--- src/rtl/ext_mem_arbiter.sv ---
// Round-robin arbiter granting N client ports bursts on one external memory port.
// Latency: grant is combinational in Idle; done pulses the cycle after the last beat.
// Backpressure: ext_mem_full stalls write beats and clears port_ready; ena low freezes everything.
module ext_mem_arbiter #(
   parameter int NUM_PORTS = 4,
   parameter int ADDR_W    = 32,
   parameter int DATA_W    = 32,
   parameter int LEN_W     = 5,
   parameter int ADDR_STEP = 4
) (
   input  logic                          clk,
   input  logic                          rst_n,
   input  logic                          ena,
   input  logic [NUM_PORTS-1:0]          req,
   input  logic [NUM_PORTS-1:0]          req_we,
   input  logic [NUM_PORTS*LEN_W-1:0]    req_len_minus1,
   input  logic [NUM_PORTS*ADDR_W-1:0]   req_addr,
   output logic [NUM_PORTS-1:0]          grant,
   output logic [NUM_PORTS-1:0]          busy_port,
   input  logic [NUM_PORTS-1:0]          port_wr,
   input  logic [NUM_PORTS*DATA_W-1:0]   port_d,
   input  logic [NUM_PORTS-1:0]          port_rd,
   output logic [NUM_PORTS-1:0]          port_ready,
   output logic [NUM_PORTS-1:0]          port_valid,
   output logic [DATA_W-1:0]             port_q,
   output logic [NUM_PORTS-1:0]          done,
   input  logic                          ext_mem_init_done,
   output logic                          ext_mem_burst,
   output logic [LEN_W-1:0]              ext_mem_burst_len_minus1,
   output logic [ADDR_W-1:0]             ext_mem_addr,
   output logic                          ext_mem_rd,
   output logic                          ext_mem_wr,
   output logic [DATA_W-1:0]             ext_mem_d,
   input  logic [DATA_W-1:0]             ext_mem_q,
   input  logic                          ext_mem_full,
   input  logic                          ext_mem_valid
);

   localparam int IDX_W = $clog2(NUM_PORTS);

   typedef enum logic [1:0] {ST_IDLE, ST_WRITE, ST_READ, ST_DONE} state_t;

   state_t             state_q, state_d;
   logic [IDX_W-1:0]   rr_ptr_q, rr_ptr_d;
   logic [IDX_W-1:0]   owner_q, owner_d;
   logic [LEN_W-1:0]   len_q, len_d;
   logic [LEN_W-1:0]   cnt_q, cnt_d;
   logic [ADDR_W-1:0]  addr_q, addr_d;
   logic [IDX_W-1:0]   win_idx;
   logic               win_vld;
   logic               grant_ok;
   int                 scan_idx;
   int                 own_i;
   int                 win_i;

   assign own_i  = int'(owner_q);
   assign win_i  = int'(win_idx);
   assign port_q = ext_mem_q;

   // Round-robin search: first requester after the last winner, wrapping around.
   always_comb begin
      win_vld  = 1'b0;
      win_idx  = '0;
      scan_idx = 0;
      for (int k = 1; k <= NUM_PORTS; k++) begin
         scan_idx = int'(rr_ptr_q) + k;
         if (scan_idx >= NUM_PORTS) scan_idx = scan_idx - NUM_PORTS;
         if (!win_vld && req[scan_idx]) begin
            win_vld = 1'b1;
            win_idx = IDX_W'(scan_idx);
         end
      end
   end

   // Grant pulses are suppressed while frozen or held in reset.
   assign grant_ok = ena & rst_n & ext_mem_init_done & win_vld;

   // Burst FSM next-state and output decode.
   always_comb begin
      state_d                  = state_q;
      rr_ptr_d                 = rr_ptr_q;
      owner_d                  = owner_q;
      len_d                    = len_q;
      cnt_d                    = cnt_q;
      addr_d                   = addr_q;
      grant                    = '0;
      busy_port                = '0;
      port_ready               = '0;
      port_valid               = '0;
      done                     = '0;
      ext_mem_burst            = 1'b0;
      ext_mem_burst_len_minus1 = len_q;
      ext_mem_addr             = addr_q;
      ext_mem_rd               = 1'b0;
      ext_mem_wr               = 1'b0;
      ext_mem_d                = port_d[own_i*DATA_W +: DATA_W];
      case (state_q)
         ST_IDLE: begin
            if (grant_ok) begin
               grant[win_idx]           = 1'b1;
               ext_mem_burst            = 1'b1;
               ext_mem_burst_len_minus1 = req_len_minus1[win_i*LEN_W +: LEN_W];
               ext_mem_addr             = req_addr[win_i*ADDR_W +: ADDR_W];
               rr_ptr_d                 = win_idx;
               owner_d                  = win_idx;
               len_d                    = req_len_minus1[win_i*LEN_W +: LEN_W];
               addr_d                   = req_addr[win_i*ADDR_W +: ADDR_W];
               cnt_d                    = '0;
               state_d                  = req_we[win_idx] ? ST_WRITE : ST_READ;
            end
         end
         ST_WRITE: begin
            busy_port[owner_q]  = 1'b1;
            port_ready[owner_q] = ~ext_mem_full;
            // A beat only moves when the memory can take it and the block is running.
            if (ena && port_wr[owner_q] && !ext_mem_full) begin
               ext_mem_wr = 1'b1;
               addr_d     = addr_q + ADDR_W'(ADDR_STEP);
               cnt_d      = cnt_q + LEN_W'(1);
               if (cnt_q == len_q) state_d = ST_DONE;
            end
         end
         ST_READ: begin
            busy_port[owner_q]  = 1'b1;
            port_ready[owner_q] = ~ext_mem_full;
            if (ena) begin
               ext_mem_rd          = port_rd[owner_q];
               port_valid[owner_q] = ext_mem_valid;
               // Address follows issued strobes; the beat count follows returned data.
               if (port_rd[owner_q]) addr_d = addr_q + ADDR_W'(ADDR_STEP);
               if (ext_mem_valid) begin
                  cnt_d = cnt_q + LEN_W'(1);
                  if (cnt_q == len_q) state_d = ST_DONE;
               end
            end
         end
         ST_DONE: begin
            if (ena) begin
               done[owner_q] = 1'b1;
               state_d       = ST_IDLE;
            end
         end
         default: state_d = ST_IDLE;
      endcase
   end

   // State registers: synchronous reset, frozen while ena is low.
   always_ff @(posedge clk) begin
      if (!rst_n) begin
         state_q  <= ST_IDLE;
         rr_ptr_q <= IDX_W'(NUM_PORTS - 1);
         owner_q  <= '0;
         len_q    <= '0;
         cnt_q    <= '0;
         addr_q   <= '0;
      end else if (ena) begin
         state_q  <= state_d;
         rr_ptr_q <= rr_ptr_d;
         owner_q  <= owner_d;
         len_q    <= len_d;
         cnt_q    <= cnt_d;
         addr_q   <= addr_d;
      end
   end

endmodule

--- config.mk ---
export PLATFORM = sky130hd
export DESIGN_NAME = ext_mem_arbiter
export DESIGN_NICKNAME = d
export VERILOG_FILES = /design/src/rtl/ext_mem_arbiter.sv
export SDC_FILE = /design/constraint.sdc
export NUM_CORES = 1
export LEC_CHECK = 0
export CAP_MARGIN = 20
export CORE_AREA = 2 2 178 180
export DETAILED_ROUTE_END_ITERATION = 8
export DIE_AREA = 0 0 180 182
export PLACE_DENSITY = 0.52
export SLEW_MARGIN = 20
export SYNTH_ARGS = -nofsm -noshare
export SYNTH_HDL_FRONTEND = slang
export SYNTH_SLANG_ARGS = --single-unit
--- constraint.sdc ---
create_clock -name clk -period 2.88 [get_ports clk]
set_clock_uncertainty 0.15 [all_clocks]
set_input_delay 0.432 -clock clk [delete_from_list [all_inputs] [get_ports clk]]
set_output_delay 0.432 -clock clk [all_outputs]
set_load 0.005 [all_outputs]
==> impl_metrics.env <==
export IMPL_cts_sinks=48
export IMPL_ios=454
export IMPL_yosysMostFrequentCell="nand2_1"
export IMPL_die_y_microns=182
export IMPL_synthToLayoutAreaGrowth_pct=110
export IMPL_vias=7230
export IMPL_yosysSeqAreaShare_pct=16.9
export IMPL_power_leakage_uw=0.00454
export IMPL_total_power_uw=4280
export IMPL_drt_iter0_drc=249
export IMPL_fillers=3163
export IMPL_synth_area_sq_um=5670
export IMPL_worst_pin_slew_ns=0.848
export IMPL_yosysUniqueCellTypes=61
export IMPL_crit_chain="o21a_1, a211oi_4, buf_6, buf_12, buf_6, mux2i_1, mux2i_2, nand2_1, nand2_2, clkdlybuf4s15_2"
export IMPL_grt_pass1_vias=7768
export IMPL_finalHoldViolations=0
export IMPL_clkSlewWorstSetupHoldPaths_ns=0.07
export IMPL_synth_top_area_share_pct=18.9
export IMPL_slowest_delay_ns=0.37
export IMPL_cts_tree="done"
export IMPL_synth_nets=1034
export IMPL_final_core_util_pct=38.5
export IMPL_cts_root_buf="clkbuf_16"
export IMPL_power_density_nw_per_um2=359
export IMPL_synth_area_leaders="mux2i_1 19%, dfxtp_1 17%, mux4_2 13%"
export IMPL_synth_common_cells="130 x nand2_1, 107 x mux2i_1, 48 x dfxtp_1"
export IMPL_fmax_ghz=0.348
export IMPL_cts_max_path_buffers=2
export IMPL_avgSynthCellArea_sq_um=8.13
export IMPL_finalSetupViolCount=0
export IMPL_hold_ws_ns=0.307
export IMPL_core_area_sq_um=31000
export IMPL_track_usage_pct=18.2
export IMPL_slew_viol_final=0
export IMPL_grt_max_degree=40
export IMPL_post_dp_hpwl_microns=25200
export IMPL_setup_worst_path_end_class="primary output"
export IMPL_postRouteAntennaNets=0
export IMPL_initial_core_util_pct=18.3
export IMPL_status="finished clean"
export IMPL_cp_required_ns=2.30
export IMPL_max_cap_violations=0
export IMPL_async_flop_share_pct=0
export IMPL_die_area_sq_um=32800
export IMPL_finalCriticalPeriod_ns=2.88
export IMPL_postSynthCellCount=698
export IMPL_rsz0062_at_grt="yes"
export IMPL_antenna_found_initial=4
export IMPL_synth_seq_cells=48
export IMPL_drive_gt1_share_pct=29.4
export IMPL_grt_ovfl_total=0
export IMPL_htree_levels=2
export IMPL_synthFlopType="dfxtp_1"
export IMPL_yosys_area_top_type="mux2i_1"
export IMPL_cts_inserted_buffers=5
export IMPL_slowest_stage="dfxtp_4"
export IMPL_clkLatencyLatePin_ns=0.30
export IMPL_slew_headroom_pct=43.1
export IMPL_final_nets=1499
export IMPL_grt_pass1_wl_microns=45500
export IMPL_cpMostUsedCell="buf_6"
export IMPL_routed_wl_microns=31100
export IMPL_die_x_microns=180
export IMPL_vdd_drop_max_mv=0.230
export IMPL_crit_fanout=6
export IMPL_fp_row_count=65
export IMPL_yosysWarnings=0
export IMPL_layout_setup_ws_ns=0.00353
export IMPL_post_route_period_util_pct=99.9
export IMPL_path_buf_inv=4
export IMPL_pre_cts_ws_ns=-0.907
export IMPL_io_buffers=389
export IMPL_startpoint_type="flip-flop"
export IMPL_cts_hold_buffers=0
export IMPL_place_gp_congestion=0.809
export IMPL_wl_per_cell_microns=19.8
export IMPL_drc=0
export IMPL_crit_family="buffers and inverters"
export IMPL_synth_edf_count=0
export IMPL_drt_pass1_iterations=4
export IMPL_final_instance_count_excl_fill=1567
export IMPL_cp_data_arrival_time_ns=2.29
export IMPL_vias_per_cell=4.61
export IMPL_dp_cells=1508
export IMPL_worstSetupPathType="flip-flop to primary output"
export IMPL_hold_path_class="flip-flop to flip-flop"
==> power breakdown <==
part           switching, uW  internal [uW]
combinational           1130           1620
sequential               140            762
clock                    281            343
total                   1550           2730
==> flip-flops by register name, summed over array words and instances (netlist names) <==
name and cells:
rr_ptr_q 2, owner_q 2, len_q 5, state_q 2, cnt_q 5, addr_q 32
==> path summary, 6_finish.rpt <==
| kind | start | end | cells past startpoint | slack, ns |
|---|---|---|---|---|
| max | rr_ptr_q[1] | ext_mem_addr[4] | 10 | 0.004 |
| min | addr_q[1] | addr_q[1] | 2 | 0.31 |
| min reg2reg | addr_q[1] | addr_q[1] | 2 | 0.31 |
| max reg2reg | rr_ptr_q[1] | addr_q[16] | 16 | 0.07 |
==> worst register-to-register path: cells and delay by family, from the launching register on <==
kind / cells / cell delay (ns)
flip-flops: 1 / 0.37
AO/OA/AOI/OAI: 4 / 0.62
multiplexers: 2 / 0.33
buffers and inverters: 10 / 1.22
==> cells by family after synthesis <==
logic type | share of synthesized area [%]
xor gates and xnor gates | 1.39
buffers and inverters | 10.4
muxes | 34.0
adders and majority gates | 1.32
AOI/OAI and AO/OA | 14.6
DFF | 16.9
and+or+nand+nor | 21.3
==> per-layer routing <==
| layer | part of all wire (%) | wire, microns | global-route usage [%] | vias up |
|---|---|---|---|---|
| li1 | - | - | - | 3479 |
| met1 | 34 | 10600 | 17.9 | 3454 |
| met2 | 58 | 17900 | 37.3 | 268 |
| met3 | 6.4 | 2000 | 4.45 | 29 |
| met4 | 1.9 | 581 | 5.01 | 0 |
| met5 | 0 | 0 | 0 | - |
==> cells in the final DEF, fill, tap and decap left out, types with 5 or more instances in the layout <==
master	Yosys	final
buf_2	13	21
and2_1	6	6
buf_12	0	23
dlygate4sd2_1	0	8
mux2i_4	0	44
nand3_1	31	29
o21ai_2	1	11
nor2_1	36	35
xnor2_1	7	7
a21oi_1	31	30
clkbuf_16	0	5
buf_8	1	6
nand2_2	1	7
inv_1	10	9
clkdlybuf4s50_1	0	343
nor3_1	18	18
a31oi_1	8	8
o221ai_1	17	16
mux4_2	33	33
mux2_4	0	6
dfxtp_1	48	44
clkbuf_2	1	8
buf_4	37	106
nand2_1	130	124
ha_1	6	5
and3_1	12	12
mux2i_1	107	50
o21ai_0	30	23
mux2i_2	0	13
buf_6	9	18
==> cell type report <==
class / count / area, sq um / area share (%)
antenna: 2 / 5.00 / 0.0420
clock buffer: 6 / 139 / 1.17
clock inverter: 1 / 8.76 / 0.0735
inverter: 12 / 46.3 / 0.389
multi-input combinational: 555 / 4900 / 41.1
sequential: 48 / 971 / 8.15
tap: 402 / 503 / 4.22
timing repair buffer: 541 / 5350 / 44.9
==> stage by stage <==
step | cell area (sq um) | setup TNS, ns
after detailed placement | 10500 | -40.01
after global routing | 11900 | -0.766
final | 11900 | 0
after CTS | 11400 | -0.256
after floorplan | 5670 | 0
after global placement | 10500 | -39.42
==> repair_timing <==
| action | 4_1_cts | 5_1_grt |
|---|---|---|
| endpoints found under the setup margin | 58 | 46 |
| resized for setup | 233 | 116 |
| setup buffers | 35 | 19 |
| gates cloned | 3 | 0 |
| pin swaps | 13 | 17 |
Note: power is estimated with default switching activity, not from simulation.
